**src/rtl/ddr_arb_pkg.sv**
```systemverilog
// Shared types and constants for the DDR read arbiter.
// A saturating adder is provided for the optional DDR_ARB_STATS_EN counters.
package ddr_arb_pkg;

    typedef enum logic [2:0] {
        IDLE,
        ARB,
        START,
        WAIT,
        UPD
    } arb_state_t;

    localparam logic REQ_WEI = 1'b0;
    localparam logic REQ_FTM = 1'b1;

    localparam int DEF_UNIT_BURSTS     = 16;
    localparam int DEF_BYTES_PER_BURST = 128;
    localparam int BURST_SHIFT         = $clog2(DEF_BYTES_PER_BURST);

    function automatic logic [31:0] sat_add32(input logic [31:0] a, input logic [31:0] b);
        logic [32:0] sum;
        sum = {1'b0, a} + {1'b0, b};
        return sum[32] ? 32'hFFFF_FFFF : sum[31:0];
    endfunction

endpackage

```
**src/rtl/ddr_arb_req_ctx.sv**
```systemverilog
// Per-requester load context: accepts one request, tracks next chunk address
// and remaining bursts, and pulses done when the request is fully served.
module ddr_arb_req_ctx
    import ddr_arb_pkg::*;
#(
    parameter int NB_W  = 25,
    parameter int CNT_W = 5,
    parameter int SHIFT = BURST_SHIFT
) (
    input  logic             clk,
    input  logic             rstn,
    input  logic             req_valid,
    output logic             req_ready,
    input  logic [31:0]      req_addr,
    input  logic [NB_W-1:0]  req_nburst,
    input  logic             consume,
    input  logic [CNT_W-1:0] consume_n,
    output logic             act,
    output logic [31:0]      addr,
    output logic [NB_W-1:0]  rema,
    output logic             done
);

    logic [31:0] step;

    assign req_ready = req_valid & ~act;
    assign step      = 32'(consume_n) << SHIFT;

    // A zero-length request is acknowledged and retired without ever becoming active.
    always_ff @(posedge clk or negedge rstn) begin
        if (!rstn) begin
            act  <= 1'b0;
            addr <= '0;
            rema <= '0;
            done <= 1'b0;
        end else begin
            done <= 1'b0;
            if (req_ready) begin
                addr <= req_addr;
                rema <= req_nburst;
                if (req_nburst == '0) begin
                    done <= 1'b1;
                end else begin
                    act <= 1'b1;
                end
            end else if (consume && act) begin
                addr <= addr + step;
                rema <= rema - NB_W'(consume_n);
                if (rema == NB_W'(consume_n)) begin
                    act  <= 1'b0;
                    done <= 1'b1;
                end
            end
        end
    end

endmodule

```
**src/rtl/ddr_rd_arbiter.sv**
```systemverilog
// Round-robin chunked arbiter sharing one AXI read master between WEI and FTM loaders.
// Optional statistics outputs are enabled with `define DDR_ARB_STATS_EN.
module ddr_rd_arbiter
    import ddr_arb_pkg::*;
#(
    parameter int UNIT_BURSTS     = DEF_UNIT_BURSTS,
    parameter int BYTES_PER_BURST = DEF_BYTES_PER_BURST,
    parameter int NB_W            = 25
) (
    input  logic            clk,
    input  logic            rstn,

    input  logic            wei_req_valid,
    output logic            wei_req_ready,
    input  logic [31:0]     wei_req_addr,
    input  logic [NB_W-1:0] wei_req_nburst,
    input  logic            wei_hold,
    output logic            wei_done,

    input  logic            ftm_req_valid,
    output logic            ftm_req_ready,
    input  logic [31:0]     ftm_req_addr,
    input  logic [NB_W-1:0] ftm_req_nburst,
    input  logic            ftm_hold,
    output logic            ftm_done,

    output logic            RSTART_REG,
    output logic [31:0]     RADDR_REG,
    output logic [31:0]     RNBURST_REG,
    input  logic            RDONE_REG,

    output logic            rd_sel,
`ifdef DDR_ARB_STATS_EN
    output logic [31:0]     stat_wei_bursts,
    output logic [31:0]     stat_ftm_bursts,
    output logic [31:0]     stat_stall_cycles,
`endif
    output logic            busy
);

    localparam int CNT_W = $clog2(UNIT_BURSTS) + 1;
    localparam int SHIFT = $clog2(BYTES_PER_BURST);

    arb_state_t state_r, state_nx;

    logic             wei_act, ftm_act;
    logic [31:0]      wei_addr, ftm_addr;
    logic [NB_W-1:0]  wei_rema, ftm_rema;
    logic [CNT_W-1:0] wei_n, ftm_n;
    logic             wei_consume, ftm_consume;
    logic             wei_elig, ftm_elig, any_elig;
    logic             grant_c, grant_r, last_grant_r;
    logic [CNT_W-1:0] n_r;
    logic [31:0]      chunk_addr_r;
    logic             in_chunk;

    ddr_arb_req_ctx #(.NB_W(NB_W), .CNT_W(CNT_W), .SHIFT(SHIFT)) u_wei_ctx (
        .clk        (clk),
        .rstn       (rstn),
        .req_valid  (wei_req_valid),
        .req_ready  (wei_req_ready),
        .req_addr   (wei_req_addr),
        .req_nburst (wei_req_nburst),
        .consume    (wei_consume),
        .consume_n  (n_r),
        .act        (wei_act),
        .addr       (wei_addr),
        .rema       (wei_rema),
        .done       (wei_done)
    );

    ddr_arb_req_ctx #(.NB_W(NB_W), .CNT_W(CNT_W), .SHIFT(SHIFT)) u_ftm_ctx (
        .clk        (clk),
        .rstn       (rstn),
        .req_valid  (ftm_req_valid),
        .req_ready  (ftm_req_ready),
        .req_addr   (ftm_req_addr),
        .req_nburst (ftm_req_nburst),
        .consume    (ftm_consume),
        .consume_n  (n_r),
        .act        (ftm_act),
        .addr       (ftm_addr),
        .rema       (ftm_rema),
        .done       (ftm_done)
    );

    assign wei_n = (wei_rema >= NB_W'(UNIT_BURSTS)) ? CNT_W'(UNIT_BURSTS) : wei_rema[CNT_W-1:0];
    assign ftm_n = (ftm_rema >= NB_W'(UNIT_BURSTS)) ? CNT_W'(UNIT_BURSTS) : ftm_rema[CNT_W-1:0];

    assign wei_elig = wei_act & ~wei_hold;
    assign ftm_elig = ftm_act & ~ftm_hold;
    assign any_elig = wei_elig | ftm_elig;

    // On a tie the requester that did not own the previous chunk wins.
    assign grant_c = (wei_elig && ftm_elig) ? ~last_grant_r : ftm_elig;

    always_ff @(posedge clk or negedge rstn) begin
        if (!rstn) begin
            state_r      <= IDLE;
            grant_r      <= REQ_WEI;
            last_grant_r <= REQ_FTM;
            rd_sel       <= REQ_WEI;
            n_r          <= '0;
            chunk_addr_r <= '0;
        end else begin
            state_r <= state_nx;
            if (state_r == ARB && any_elig) begin
                grant_r      <= grant_c;
                rd_sel       <= grant_c;
                n_r          <= (grant_c == REQ_FTM) ? ftm_n : wei_n;
                chunk_addr_r <= (grant_c == REQ_FTM) ? ftm_addr : wei_addr;
            end
            if (state_r == UPD) begin
                last_grant_r <= grant_r;
            end
        end
    end

    // Hold may rise between IDLE and ARB, so ARB re-checks eligibility before committing.
    always_comb begin
        state_nx    = state_r;
        RSTART_REG  = 1'b0;
        wei_consume = 1'b0;
        ftm_consume = 1'b0;
        case (state_r)
            IDLE:  if (any_elig) state_nx = ARB;
            ARB:   state_nx = any_elig ? START : IDLE;
            START: begin
                RSTART_REG = 1'b1;
                if (!RDONE_REG) state_nx = WAIT;
            end
            WAIT:  if (RDONE_REG) state_nx = UPD;
            UPD: begin
                wei_consume = (grant_r == REQ_WEI);
                ftm_consume = (grant_r == REQ_FTM);
                state_nx    = IDLE;
            end
            default: state_nx = IDLE;
        endcase
    end

    assign in_chunk    = (state_r == START) || (state_r == WAIT);
    assign RADDR_REG   = in_chunk ? chunk_addr_r : 32'h0;
    assign RNBURST_REG = in_chunk ? 32'(n_r) : 32'h0;
    assign busy        = wei_act | ftm_act;

`ifdef DDR_ARB_STATS_EN
    logic stall;

    assign stall = ((wei_act & wei_hold) | (ftm_act & ftm_hold)) & ~any_elig;

    always_ff @(posedge clk or negedge rstn) begin
        if (!rstn) begin
            stat_wei_bursts   <= '0;
            stat_ftm_bursts   <= '0;
            stat_stall_cycles <= '0;
        end else begin
            if (state_r == UPD && grant_r == REQ_WEI) begin
                stat_wei_bursts <= sat_add32(stat_wei_bursts, 32'(n_r));
            end
            if (state_r == UPD && grant_r == REQ_FTM) begin
                stat_ftm_bursts <= sat_add32(stat_ftm_bursts, 32'(n_r));
            end
            if (stall) begin
                stat_stall_cycles <= sat_add32(stat_stall_cycles, 32'd1);
            end
        end
    end
`endif

endmodule

```
**config.mk**
```make
export PLATFORM = sky130hd
export DESIGN_NAME = ddr_rd_arbiter
export DESIGN_NICKNAME = d
export VERILOG_FILES = /design/src/rtl/ddr_arb_pkg.sv /design/src/rtl/ddr_arb_req_ctx.sv /design/src/rtl/ddr_rd_arbiter.sv
export SDC_FILE = /design/constraint.sdc
export NUM_CORES = 1
export LEC_CHECK = 0
export BUFFER_PORTS_ARGS = -buffer_cell sky130_fd_sc_hd__buf_2
export CAP_MARGIN = 10
export CORE_ASPECT_RATIO = 1.4
export CORE_MARGIN = 4
export CORE_UTILIZATION = 60
export DETAILED_ROUTE_END_ITERATION = 12
export PLACE_DENSITY = 0.9
export SLEW_MARGIN = 25
export SYNTH_ARGS = -nofsm -noshare
export SYNTH_HDL_FRONTEND = slang
export SYNTH_HIERARCHICAL = 1
export SYNTH_SLANG_ARGS = --single-unit
export TNS_END_PERCENT = 1
```
**constraint.sdc**
```tcl
create_clock -name clk -period 4.25 [get_ports clk]
set_clock_uncertainty 0.2 [all_clocks]
set_input_delay 0.6375 -clock clk [delete_from_list [all_inputs] [get_ports clk]]
set_output_delay 0.6375 -clock clk [all_outputs]
set_load 0.02 [all_outputs]
```
## Word-level counts from Yosys, hierarchy flattened

Cells that the tools add are included.

| storage, ports and cells | value |
|---|---|
| register bits | 160 |
| output and inout port bits | 71 |
| word-level logic and storage cells | 96 |

| operators by class | value |
|---|---|
| add/sub/neg operators | 4 |
| order comparisons | 2 |
| equal/unequal tests | 11 |
| multiplexer cells | 39 |
| bitwise operators | 12 |
| reductions and logical operators | 15 |

Operator list:

| kind | number |
|---|---|
| 32-bit 2-to-1 mux | 6 |
| 25-bit 2-to-1 mux | 4 |
| 32-bit by 12-bit adder with 32-bit output | 2 |
| 25-bit by 5-bit == test with 1-bit output | 2 |
| 25-bit by 5-bit greater-or-equal comparator with 1-bit output, second input constant | 2 |
| 25-bit logical NOT | 2 |
| 25-bit by 5-bit subtractor with 25-bit output | 2 |
| 1-bit 2-to-1 mux | 20 |
| 5-bit 2-to-1 mux | 4 |
| 3-bit case mux with 4 select lines | 1 |
| 2-bit inequality test, second input constant | 5 |
| 3-bit 2-to-1 mux | 3 |
| 3-bit AND reduction | 3 |
| 2-bit nonzero test | 4 |
| 3-bit by 2-bit == test with 1-bit output, second input constant | 2 |
| 1-bit NOT | 6 |
| 1-bit AND | 4 |
| 1-bit logical AND | 4 |
| 3-bit by 1-bit == test with 1-bit output, second input constant | 1 |
| 3-bit == test, second input constant | 1 |
| 3-bit logical NOT | 1 |
| 2-bit 2-to-1 mux | 1 |
| 1-bit bitwise OR | 2 |
| 1-bit logical OR | 1 |

## Longest topological paths before layout

Gate-level depths: netlist (run 1).

| logic depth | value |
|---|---|
| word-level depth | 5 |
| gate-level depth with buffers | 10 |
| gate-level depth less buffers | 8 |

## Cells and area by module

The synthesis (run 1) kept the hierarchy.

Modules (own cells, without submodules):

| module | times used | cells each | area each (um^2) | sequential area each (um^2) |
|---|---|---|---|---|
| ddr_arb_req_ctx | 2 | 391 | 3479.6 | 1476.4 |
| ddr_rd_arbiter | 1 | 278 | 2546.2 | 1052.3 |

## Least setup slack after synthesis (run 1)

Ideal clock, no wire load.

| path | value |
|---|---|
| path type | input -> output |
| start point | input port ftm_req_valid |
| end point | output port ftm_req_ready |
| data arrival time | 1.646 ns |
| data required time | 3.412 ns |
| slack | 1.766 ns |
| stages on the path | 5 |
| path buffers | 3 |
| path through | nand2b_1 buf_2 inv_1 clkbuf_1 buf_1 |

| between the ends | value |
|---|---|
| word-level cells in the longest chain between the ends | 1 |

RTL lines:

| what | RTL line | source |
|---|---|---|
| start, declared | ddr_rd_arbiter.sv:20 | `input logic ftm_req_valid,` |
| 1-bit AND | ddr_arb_req_ctx.sv:26 | `assign req_ready = req_valid & ~act;` |
| end, declared | ddr_rd_arbiter.sv:21 | `output logic ftm_req_ready,` |

Every way passes these cells.

## Final worst setup path (run 1)

| path | value |
|---|---|
| start point | register state_r[1] |
| end point | output port RADDR_REG[18] |

| between the ends | value |
|---|---|
| word-level cells in the longest chain between the ends | 3 |
| elaborated cells on any way between the ends | 4 |
| those cells by class | 2 x eq/ne; 1 x mux; 1 x reduce/logical |

RTL lines:

| what | RTL line | source |
|---|---|---|
| start, declared | ddr_rd_arbiter.sv:44 | `arb_state_t state_r, state_nx;` |
| start signal, assigned | ddr_rd_arbiter.sv:106 | `state_r <= state_nx;` |
| 3-bit by 2-bit == test with 1-bit output | ddr_rd_arbiter.sv:142 | `assign in_chunk = (state_r == START) \|\| (state_r == WAIT);` |
| 1-bit logical OR * | ddr_rd_arbiter.sv:142 |  |
| 32-bit 2-to-1 mux * | ddr_rd_arbiter.sv:143 | `assign RADDR_REG = in_chunk ? chunk_addr_r : 32'h0;` |
| end, declared | ddr_rd_arbiter.sv:28 | `output logic [31:0] RADDR_REG,` |

Mark *: on every way between the ends. The rest lies on a longest branch, timed or not.

==> impl_results.md, run 1 <==
* Status: finished clean
* Clock tree buffer depth at 2
* Post-DR vias/cell at ~6.5
* Largest net degree at the start of global routing at between 90 and 100
* Final Max Slew Viols at 0
* FF+latch count, synth at 160
* Worst setup SP type: register
* H-tree depth at 4
* Diodes inserted at 0
* Async SR Flop Fraction at 1.00
* Rel. slew slack at 0.327
* WHS at just under 0.09 ns
* Nets at ~1400
* # IOs at 192
* Final WL at about 28000 microns
* Post-Syn Instances at between 1000 and 1500
* Die extent in x at 114 microns
* Largest area contributor in the netlist: dfrtp_1
* Hpwl dp at around 20000 microns
* RSZ-0062 raised after global routing: false
* Pre-CTS WS at ~1.3 ns
* Crit end category: output port
* Cell Area, Synth at roughly 0.0095 sq mm
* GRT Total Usage at 0.312
* Iteration-0 DRC Markers at ~1100
* Initial antenna violation count at 0
* Area growth syn-to-layout at 15.2%
* Share of layout cells above drive strength 1 at 0.192
* Placer Congestion at roughly 1
* Final ANT Viol Nets at 0
* Share of the synthesized area in the top cell type at 0.419
* Cts bufs inserted at 17
* Remaining global-route overflow at 0
* FF-to-FF Start: state_r[1]
* Avg Inst Size Synth at roughly 9 sq um
* Crit Path Category: register to output port
* Worst-Skew Late Latency at 0.43 ns
* Number of synthesized flops with an enable pin at 0
* Setup TNS at 0 ns
* Max Cap Violations at 0
* CTS root buf: clkbuf_16
* Full die area at 0.0179 sq mm
* Unique masters post-synth at 63
* Post-cts resize count at 0
* Post-CTS Hold Fix Bufs at 0
* Core Util, Final at 0.705
* Post-route minimum period at around 3.2 ns
* CTS tree: done
* Pre-Repair DR Iteration Count at 10
* Sequential cell area fraction in the yosys report at 0.421
* Crit path max fanout at 23
* Worst setup margin at between 1 and 1.5 ns
* Ys flop type: dfrtp_1
* Power Total at between 7 and 8 mW
* Die height at roughly 160 microns
* Endpoints failing setup at 0
* Achievable Freq at just over 300 MHz
* Synthesis Warnings at 6
* HP Class: primary input to async pin
* Vias in the first global route at ~8800
* R2r endpoint: u_wei_ctx/rema[12]
* DRC at 0
* DR WL/cell at between 15 and 20 microns
* Slew @ Worst Pin at 1.01 ns
* Core region area at between 0.015 and 0.02 sq mm
* Initial Utilization at 0.612
* Hold Vio Cnt, Final at 0
* FILL cells at approximately 1200
* Clk sinks at 160
* Clock-pin slew of the registers on the worst-case setup and hold paths at about 0.070 ns
* # rows at 54
* Worst Path Arrival at ~2.4 ns
* Final period util at 0.758
* Post-CTS Setup Bufs at 0
* Via count at between 9000 and 10000
* Required time worst endpoint at between 3 and 4 ns
* Peak VDD IR at between 0.3 and 0.4 mV
* Reg2Reg Depth at 8
* Power per cell area at around 710 mW/mm^2
* Port Buffers at 164
* Lkg Pwr at 4.96 nW
* Area contributors post-synth: dfrtp_1 42%, nand2_1 6.3%, mux2i_1 3.9%, nor2_1 3.0%, and2_1 2.8%
* First-pass GRT wire length at ~44000 microns
* Reg2reg setup slack at between 1 and 1.5 ns
per-stage QoR:
stage	area [sq um]	std cells
2_1_floorplan	9600	1086
3_3_place_gp	10400	1383
3_5_place_dp	10400	1383
4_1_cts	11000	1414
5_1_grt	11000	1414
6_report	11000	1414
power by group:
part           switching, mW  internal (mW)  total, mW
clock network          0.640          0.865       1.51
logic                   1.89           1.37       3.26
registers              0.793           2.17       2.96
total                   3.32           4.40       7.73
critical path, stage by stage, from the launching register on:
cell     delay [ns]
dfrtp_1        0.49
nor2b_2        0.82
buf_4          0.31
and2_1         0.15
buf_2          0.16
sequential cells by signal, indices dropped and copies added (netlist names):
| name | count |
|---|---|
| u_ftm_ctx/done | 1 |
| u_wei_ctx/addr | 32 |
| u_wei_ctx/act | 1 |
| u_wei_ctx/rema | 25 |
| n_r | 5 |
| u_ftm_ctx/rema | 25 |
| state_r | 3 |
| u_ftm_ctx/act | 1 |
| u_wei_ctx/done | 1 |
| grant_r | 1 |
| u_ftm_ctx/addr | 32 |
| chunk_addr_r | 32 |
| last_grant_r | 1 |
layer usage:
layer / vias to the layer above / part of all wire / track usage
met5: - / 0 / 0
met4: 0 / 0.036 / 0.130
met3: 101 / 0.10 / 0.0627
met2: 626 / 0.49 / 0.514
met1: 4326 / 0.37 / 0.405
li1: 4150 / - / -
cells in the final DEF, fill, tap and decap left out, drive strengths merged, types with 9 or more instances in the layout:
cell type and count:
conb 27, nand4 12, nor2 77, clkbuf 19, nand3 40, ha 20
nor4 29, o311ai 30, o211ai 32, or3 16, inv 23, buf 178
a221o 10, a21o 9, dfrtp 159, a22oi 23, mux2i 37, nand2 160
o21ai 44, nor3 32, a21oi 50, and2 42, or4 11, xnor2 12
nand2b 12
cell type report:
| type | count | area (sq um) | share of cell area |
|---|---|---|---|
| clock buffers | 19 | 433 | 0.0395 |
| clock inverters | 12 | 139 | 0.0127 |
| inverters | 23 | 86.3 | 0.00788 |
| multi-input cells | 826 | 5110 | 0.467 |
| flip-flops and latches | 160 | 4010 | 0.366 |
| well taps | 196 | 245 | 0.0224 |
| repair buffers | 178 | 932 | 0.0851 |
kinds of logic after synthesis:
kind of cell    count (synthesis)  synth area share
mux                            38            0.0405
buf+inv                       100            0.0529
other cells                     1          0.000395
simple gates                  461             0.242
xor+xnor                       16            0.0147
compound gates                260             0.193
fa+ha+maj                      24            0.0348
flops                         160             0.421
how the worst max path moves through the flow:
stage / from / end / slack, ns / cells past startpoint
floorplan: ftm_req_valid / ftm_req_ready / 1.77 / 5
global placement: state_r[1] / u_wei_ctx/rema[12] / 1.45 / 8
detailed placement: state_r[1] / u_wei_ctx/rema[12] / 1.32 / 8
CTS: state_r[1] / RADDR_REG[18] / 1.03 / 4
global route: state_r[1] / RADDR_REG[12] / 0.91 / 4
finish: state_r[1] / RADDR_REG[18] / 1.03 / 4
synthesized netlist by cell type, types with 3 or more instances:
| library cell | count |
|---|---|
| a211o_1 | 8 |
| a211oi_1 | 8 |
| a21o_1 | 9 |
| a21oi_1 | 50 |
| a221o_1 | 10 |
| a22o_1 | 4 |
| a22oi_1 | 23 |
| a31o_2 | 4 |
| a31oi_1 | 4 |
| and2_1 | 42 |
| and3_1 | 3 |
| buf_1 | 6 |
| buf_2 | 15 |
| buf_4 | 29 |
| clkbuf_1 | 27 |
| dfrtp_1 | 159 |
| fa_1 | 4 |
| ha_1 | 20 |
| inv_1 | 23 |
| mux2i_1 | 37 |
| nand2_1 | 160 |
| nand2b_1 | 11 |
| nand3_1 | 38 |
| nand4_1 | 12 |
| nor2_1 | 77 |
| nor2b_1 | 5 |
| nor3_1 | 30 |
| nor3b_1 | 4 |
| nor4_1 | 29 |
| o211ai_1 | 32 |
| o21a_1 | 4 |
| o21ai_0 | 44 |
| o221ai_1 | 6 |
| o22ai_1 | 4 |
| o311a_1 | 6 |
| o311ai_0 | 30 |
| or2_2 | 6 |
| or3_1 | 16 |
| or4_1 | 10 |
| xnor2_1 | 12 |
| xor2_1 | 4 |
Note: power is estimated with default switching activity, not from simulation.
==> run 2, diff against run 1 <==
--- a/config.mk
+++ b/config.mk
@@ -5,13 +5,14 @@
 export SDC_FILE = /design/constraint.sdc
 export NUM_CORES = 1
 export LEC_CHECK = 0
+export ABC_AREA = 1
 export BUFFER_PORTS_ARGS = -buffer_cell sky130_fd_sc_hd__buf_2
 export CAP_MARGIN = 10
 export CORE_ASPECT_RATIO = 1.4
 export CORE_MARGIN = 4
-export CORE_UTILIZATION = 60
+export CORE_UTILIZATION = 53
 export DETAILED_ROUTE_END_ITERATION = 12
-export PLACE_DENSITY = 0.9
+export PLACE_DENSITY = 0.83
 export SLEW_MARGIN = 25
 export SYNTH_ARGS = -nofsm -noshare
 export SYNTH_HDL_FRONTEND = slang
==> constraint.sdc (replaced) <==
create_clock -name clk -period 2.6 [get_ports clk]
set_clock_uncertainty 0.2 [all_clocks]
set_input_delay 0.39 -clock clk [delete_from_list [all_inputs] [get_ports clk]]
set_output_delay 0.39 -clock clk [all_outputs]
set_load 0.02 [all_outputs]
==> impl_results.md, run 2 <==
* Required time worst endpoint at approximately 2.0 ns
* # IOs at 192
* Crit path buf inv count at 5
* Most common library cells after synthesis: 589 x nand2_1, 246 x inv_1, 216 x nand3_1, 196 x nor2_1, 159 x dfrtp_1
* Achievable Freq at between 300 and 400 MHz
* # rows at 64
* Avg Inst Size Synth at roughly 6.6 sq um
* Crit path max fanout at 21
* Largest net degree at the start of global routing at just over 50
* DRC at 0
* Area growth syn-to-layout at 15.6%
* Mux cell area share after synthesis at 0
* Slowest-stage cell, CP: dfrtp_1
* Post-CTS Setup Bufs at 0
* Synthesis Warnings at 6
* Initial Utilization at 0.541
* FILL cells at approximately 2000
* RSZ-0062 raised after global routing: true
* Crit Path Category: register to output port
* Remaining global-route overflow at 0
* Post-DR vias/cell at between 5 and 6
* Endpoints failing setup at 0
* First-pass GRT wire length at 57300 microns
* Clock-pin slew of the registers on the worst-case setup and hold paths at 0.06 ns
* CP delay by family, top: buffers and inverters
* HP Class: primary input to register
* Clock tree buffer depth at 2
* Hold Vio Cnt, Final at 0
* FF+latch count, synth at 160
* Core region area at 0.0219 sq mm
* Rel. slew slack at 0.599
* Hpwl dp at 26500 microns
* Share of the synthesized area in the top cell type at 0.335
* Final Max Slew Viols at 0
* Die height at 185 microns
* Die extent in x at around 130 microns
* Crit end category: output port
* Most frequent CP cell: inv_1
* Share of layout cells above drive strength 1 at 0.167
* Crit path cell chain: inv_1, nand3_1, inv_1, or2_1, inv_6, buf_6, nor2_1, buf_2
* Post-Synth Adder-Cell Area at 0.0279
* Most common cell after layout, fill and taps aside: nand2_1
* CTS root buf: clkbuf_16
* Pre-Repair DR Iteration Count at 5
* Clk sinks at 160
* Synth Area in Simple Gates at 0.417
* Biggest regs: chunk_addr_r (32), u_ftm_ctx/addr (32), u_wei_ctx/addr (32)
* CTS tree: done
* Cell Area, Synth at 0.0119 sq mm
* Largest family of logic cells by synthesized area: simple AND/OR/NAND/NOR gates
* Worst Path Arrival at about 2.0 ns
* Commonest cells after routing, fill and taps aside: 589 x nand2_1, 246 x inv_1, 216 x nand3_1
* Post-route minimum period at about 2.6 ns
* Worst setup SP type: register
* Area share of xor/xnor cells in the synthesized design at 0.0160
* Unique masters post-synth at 43
* Ys flop type: dfrtp_1
* DR WL/cell at about 16 microns
* Final period util at 0.984
* Largest area contributor in the netlist: dfrtp_1
* Synth Area in Compound Gates at 0.0678
* Vias in the first global route at ~12000
* Initial antenna violation count at 2
* H-tree depth at 4
* Port Buffers at roughly 160
* Worst-Skew Late Latency at between 0.4 and 0.5 ns
* Area contributors post-synth: dfrtp_1 34%, nand2_1 19%, nand3_1 9.1%, inv_1 7.8%, nor2_1 6.2%
* Slew @ Worst Pin at about 0.6 ns
* Placer Congestion at ~1.0
* Nets at ~2100
* Number of synthesized flops with an enable pin at 0
* Post-Syn Instances at around 1800
* Final WL at about 36000 microns
* Status: finished clean
* Full die area at 0.0249 sq mm
* Final ANT Viol Nets at 0
* Cts bufs inserted at 17
* Via count at about 12000
* Async SR Flop Fraction at 1.00
* WHS at between 0.015 and 0.02 ns
* Iteration-0 DRC Markers at 998
* Most frequent cell after synthesis: nand2_1
* Slowest cell delay on critical path at between 0.4 and 0.5 ns
* Max Cap Violations at 0
* Finished Layout Cells at 2290
* Lkg Pwr at slightly above 7 nW
* Power per cell area at 1030 mW/mm^2
* GRT Total Usage at 0.287
* Peak VDD IR at slightly below 0.6 mV
* Sequential cell area fraction in the yosys report at 0.338
* Placed cells at between 2000 and 2500
-- run 2: changes by cell type in the layout (fill, tap and decap cells not counted), moves of 27 or more --
cell           before  now
inv_1              21  246
dlygate4sd3_1       0   35
nand3_1            38  216
nor4_1             29    2
a21oi_1            50   11
mux2i_1            37    0
o311ai_0           30    0
nor2_1             76  196
nand2_1           160  589
and2_1             42    0
-- run 2: cells by family (layout without fill, tap and decap cells) --
| kind of cell | count (synthesis) | in the layout |
|---|---|---|
| DFF | 160 | 160 |
| and+or+nand+nor | 1126 | 1127 |
| adders and majority gates | 24 | 24 |
| xor gates and xnor gates | 20 | 20 |
| AOI/OAI and AO/OA | 116 | 116 |
| buffers and inverters | 345 | 518 |
| other | 1 | 28 |
-- run 2: worst paths after layout --
path | from | end | slack, ns | cells past startpoint
hold / removal | wei_req_nburst[1] | u_wei_ctx/rema[1] | 0.02 | 3
setup reg to reg | n_r[0] | u_wei_ctx/rema[20] | 0.22 | 10
hold reg to reg | u_ftm_ctx/addr[5] | u_ftm_ctx/addr[5] | 0.28 | 2
min in group asynchronous | rstn | u_wei_ctx/done | 0.29 | 2
setup / recovery | state_r[2] | RADDR_REG[20] | 0.04 | 8
max in group asynchronous | rstn | u_ftm_ctx/addr[26] | 1.16 | 3
-- run 2: repair_timing --
action / CTS / global route
setup endpoints to repair: 19 / 43
resized for setup: 3 / 2
pin swaps: 0 / 2
hold endpoints to repair: 78 / 0
cloned: 0 / 1
hold buffers: 35 / 0
-- run 2: where the power goes --
group | leakage, nW | total, mW | internal [mW] | switching [mW]
Sequential | 1.84 | 4.87 | 3.54 | 1.33
Clock | 0.271 | 2.46 | 1.34 | 1.12
Combinational | 5.02 | 6.83 | 2.39 | 4.44
-- run 2: worst register-to-register path: cells and delay by family, from the launching register on --
family / cells / cell delay [ns]
DFF: 1 / 0.49
and+or+nand+nor: 6 / 0.52
adders and majority gates: 2 / 0.67
buffers and inverters: 1 / 0.12
AOI/OAI and AO/OA: 1 / 0.28
-- run 2: cell type report --
class | count | area [sq um] | area share
Sequential cell | 160 | 4010 | 0.292
Multi-Input combinational cell | 1314 | 6380 | 0.465
Timing Repair Buffer | 214 | 1350 | 0.0983
Inverter | 272 | 1040 | 0.0757
Tap cell | 297 | 372 | 0.0271
Antenna cell | 1 | 2.50 | 0.000182
Clock buffer | 19 | 433 | 0.0316
Clock inverter | 13 | 131 | 0.00958
-- run 2: layer usage --
metal	part of all wire	vias up	global-route usage	wire length [microns]
met5	0.00022	-	0	8
met2	0.50	531	0.500	17800
met3	0.063	105	0.0402	2230
met4	0.044	2	0.145	1560
li1	-	5928	-	-
met1	0.39	5630	0.346	14000
-- run 2: per-stage QoR --
stage | utilization | setup WS (ns) | TNS, ns | instance area [sq um] | power, mW
2_1_floorplan | - | 0.600 | 0 | 12000 | 9.75
3_3_place_gp | 0.582 | 0.261 | 0 | 12800 | 11.3
3_5_place_dp | 0.582 | 0.179 | 0 | 12800 | 11.5
4_1_cts | 0.624 | 0.0329 | 0 | 13700 | 14.1
5_1_grt | 0.625 | -0.0486 | -0.559 | 13700 | 15.3
6_report | 0.625 | 0.0423 | 0 | 13700 | 14.2
==> run 3, diff against run 2 <==
--- a/config.mk
+++ b/config.mk
@@ -8,7 +8,6 @@
 export ABC_AREA = 1
 export BUFFER_PORTS_ARGS = -buffer_cell sky130_fd_sc_hd__buf_2
 export CAP_MARGIN = 10
-export CORE_ASPECT_RATIO = 1.4
 export CORE_MARGIN = 4
 export CORE_UTILIZATION = 53
 export DETAILED_ROUTE_END_ITERATION = 12
==> impl_results.md, run 3 (synthesis results as in run 2) <==
* Commonest cells after routing, fill and taps aside: 589 x nand2_1, 246 x inv_1, 216 x nand3_1
* WHS at 0.0142 ns
* HP Class: primary input to register
* Hpwl dp at about 27000 microns
* First-pass GRT wire length at around 57000 microns
* Largest net degree at the start of global routing at 56
* Pre-CTS WS at approximately 0.11 ns
* Slowest cell delay on critical path at approximately 0.4 ns
* Slew @ Worst Pin at a little over 0.6 ns
* Clock tree buffer depth at 2
* Status: finished clean
* Max Cap Violations at 0
* Crit end category: output port
* Achievable Freq at 393 MHz
* # rows at between 50 and 60
* Placed cells at about 2200
* Power Total at 14.3 mW
* Iteration-0 DRC Markers at a little under 1000
* Final ANT Viol Nets at 0
* Hold Vio Cnt, Final at 0
* Pre-Repair DR Iteration Count at 5
* # IOs at 192
* Final Max Slew Viols at 0
* Final WL at approximately 36000 microns
* Required time worst endpoint at between 2 and 2.5 ns
* Lkg Pwr at 7.14 nW
* CP delay by family, top: buffers and inverters
* Post-DR vias/cell at 5.39
* Crit path max fanout at 17
* Initial Utilization at 0.542
* Endpoints failing setup at 0
* Port Buffers at approximately 160
* Worst-Skew Late Latency at 0.43 ns
* Worst Path Arrival at around 2 ns
* Remaining global-route overflow at 0
* Diodes inserted at 0
* Peak VDD IR at approximately 0.5 mV
* CTS tree: done
* RSZ-0062 raised after global routing: true
* Finished Layout Cells at around 2300
* Clk sinks at 160
* Die height at around 160 microns
* Final period util at 0.980
* Crit path cell chain: inv_1, nand3_1, inv_1, or2_1, inv_4, buf_8, nor2_1, buf_2
* CTS root buf: clkbuf_16
* Core region area at 0.0219 sq mm
* Die extent in x at 158 microns
* Placement Cell Area at approximately 0.013 sq mm
* Worst setup margin at around 0.053 ns
* Initial antenna violation count at 0
* Share of layout cells above drive strength 1 at 0.168
* Post-route minimum period at roughly 2.5 ns
* Rel. slew slack at 0.587
* Clock-pin slew of the registers on the worst-case setup and hold paths at about 0.070 ns
* Setup TNS at 0 ns
* Slowest-stage cell, CP: dfrtp_1
* Most common cell after layout, fill and taps aside: nand2_1
* Vias in the first global route at roughly 12000
* Area growth syn-to-layout at 15.2%
* Crit path buf inv count at 5
* Post-CTS Setup Bufs at 0
* DRC at 0
* GRT Total Usage at 0.289
* Crit Path Category: register to output port
* Final instance area at about 0.014 sq mm
* Most frequent CP cell: inv_1
* Via count at 12214
* Nets at approximately 2100
* DR WL/cell at roughly 16 microns
* Biggest regs: chunk_addr_r (32), u_ftm_ctx/addr (32), u_wei_ctx/addr (32)
* Core Util, Final at 0.624
* H-tree depth at 4
* Power per cell area at around 1000 mW/mm^2
* Full die area at about 0.025 sq mm
* FILL cells at approximately 2100
* Cts bufs inserted at 17
* Placer Congestion at between 0.9 and 1
* Worst setup SP type: register
==> run 3: cell types whose count changed in the layout (fill, tap and decap cells not counted) <==
cell / delta
buf_6: -1
clkinvlp_4: -1
bufinv_16: +1
inv_4: +1
inv_6: -5
dlygate4sd3_1: -6
clkbuf_8: +3
diode_2: -1
clkinv_2: +2
inv_8: -1
buf_4: +2
buf_8: +1
clkinv_4: -1
==> run 3: repair_timing <==
item                       CTS  global route
pin swaps                    0             2
setup endpoints to repair   18            55
gates cloned                 0             1
hold buffers                29             0
gates resized for setup      2             3
hold endpoints to repair    78             0
==> run 3: worst register-to-register path, cell delays in order, from the launching register on <==
cell	delay [ns]
dfrtp_1	0.44
inv_1	0.14
nand3_1	0.18
nor2_1	0.22
nand2_4	0.07
inv_2	0.09
buf_4	0.41
nand4_1	0.23
o21ai_0	0.20
nand2_1	0.08
==> run 3: layout make-up <==
| cell class | count | area, sq um | area share |
|---|---|---|---|
| Sequential cell | 160 | 4010 | 0.293 |
| Inverter | 272 | 1040 | 0.0758 |
| Multi-Input combinational cell | 1314 | 6380 | 0.467 |
| Tap cell | 280 | 350 | 0.0256 |
| Clock inverter | 9 | 109 | 0.00797 |
| Clock buffer | 22 | 474 | 0.0347 |
| Timing Repair Buffer | 210 | 1310 | 0.0956 |
==> run 3: power by group <==
group	total, mW	internal [mW]	leakage, nW	switching [mW]
combinational	6.88	2.42	5.01	4.47
clock	2.54	1.49	0.286	1.05
sequential	4.91	3.54	1.84	1.37
==> run 3: worst paths after layout <==
kind / from / slack (ns) / depth (start not counted) / endpoint
max in group asynchronous: rstn / 1.15 / 3 / u_ftm_ctx/rema[3]
worst min register to register: u_ftm_ctx/addr[0] / 0.28 / 2 / u_ftm_ctx/addr[0]
worst min-delay path: wei_req_nburst[1] / 0.01 / 3 / u_wei_ctx/rema[1]
worst max register to register: state_r[1] / 0.23 / 9 / u_wei_ctx/rema[17]
worst max-delay path: state_r[2] / 0.05 / 8 / RADDR_REG[18]
min in group asynchronous: rstn / 0.30 / 2 / u_wei_ctx/addr[3]
==> run 3: per-layer routing <==
layer  track usage  part of all wire  vias up
met5             0                 0        -
met4        0.0967             0.027        0
met3        0.0467             0.075       65
met2         0.489              0.48      462
met1         0.381              0.42     5755
li1              -                 -     5932
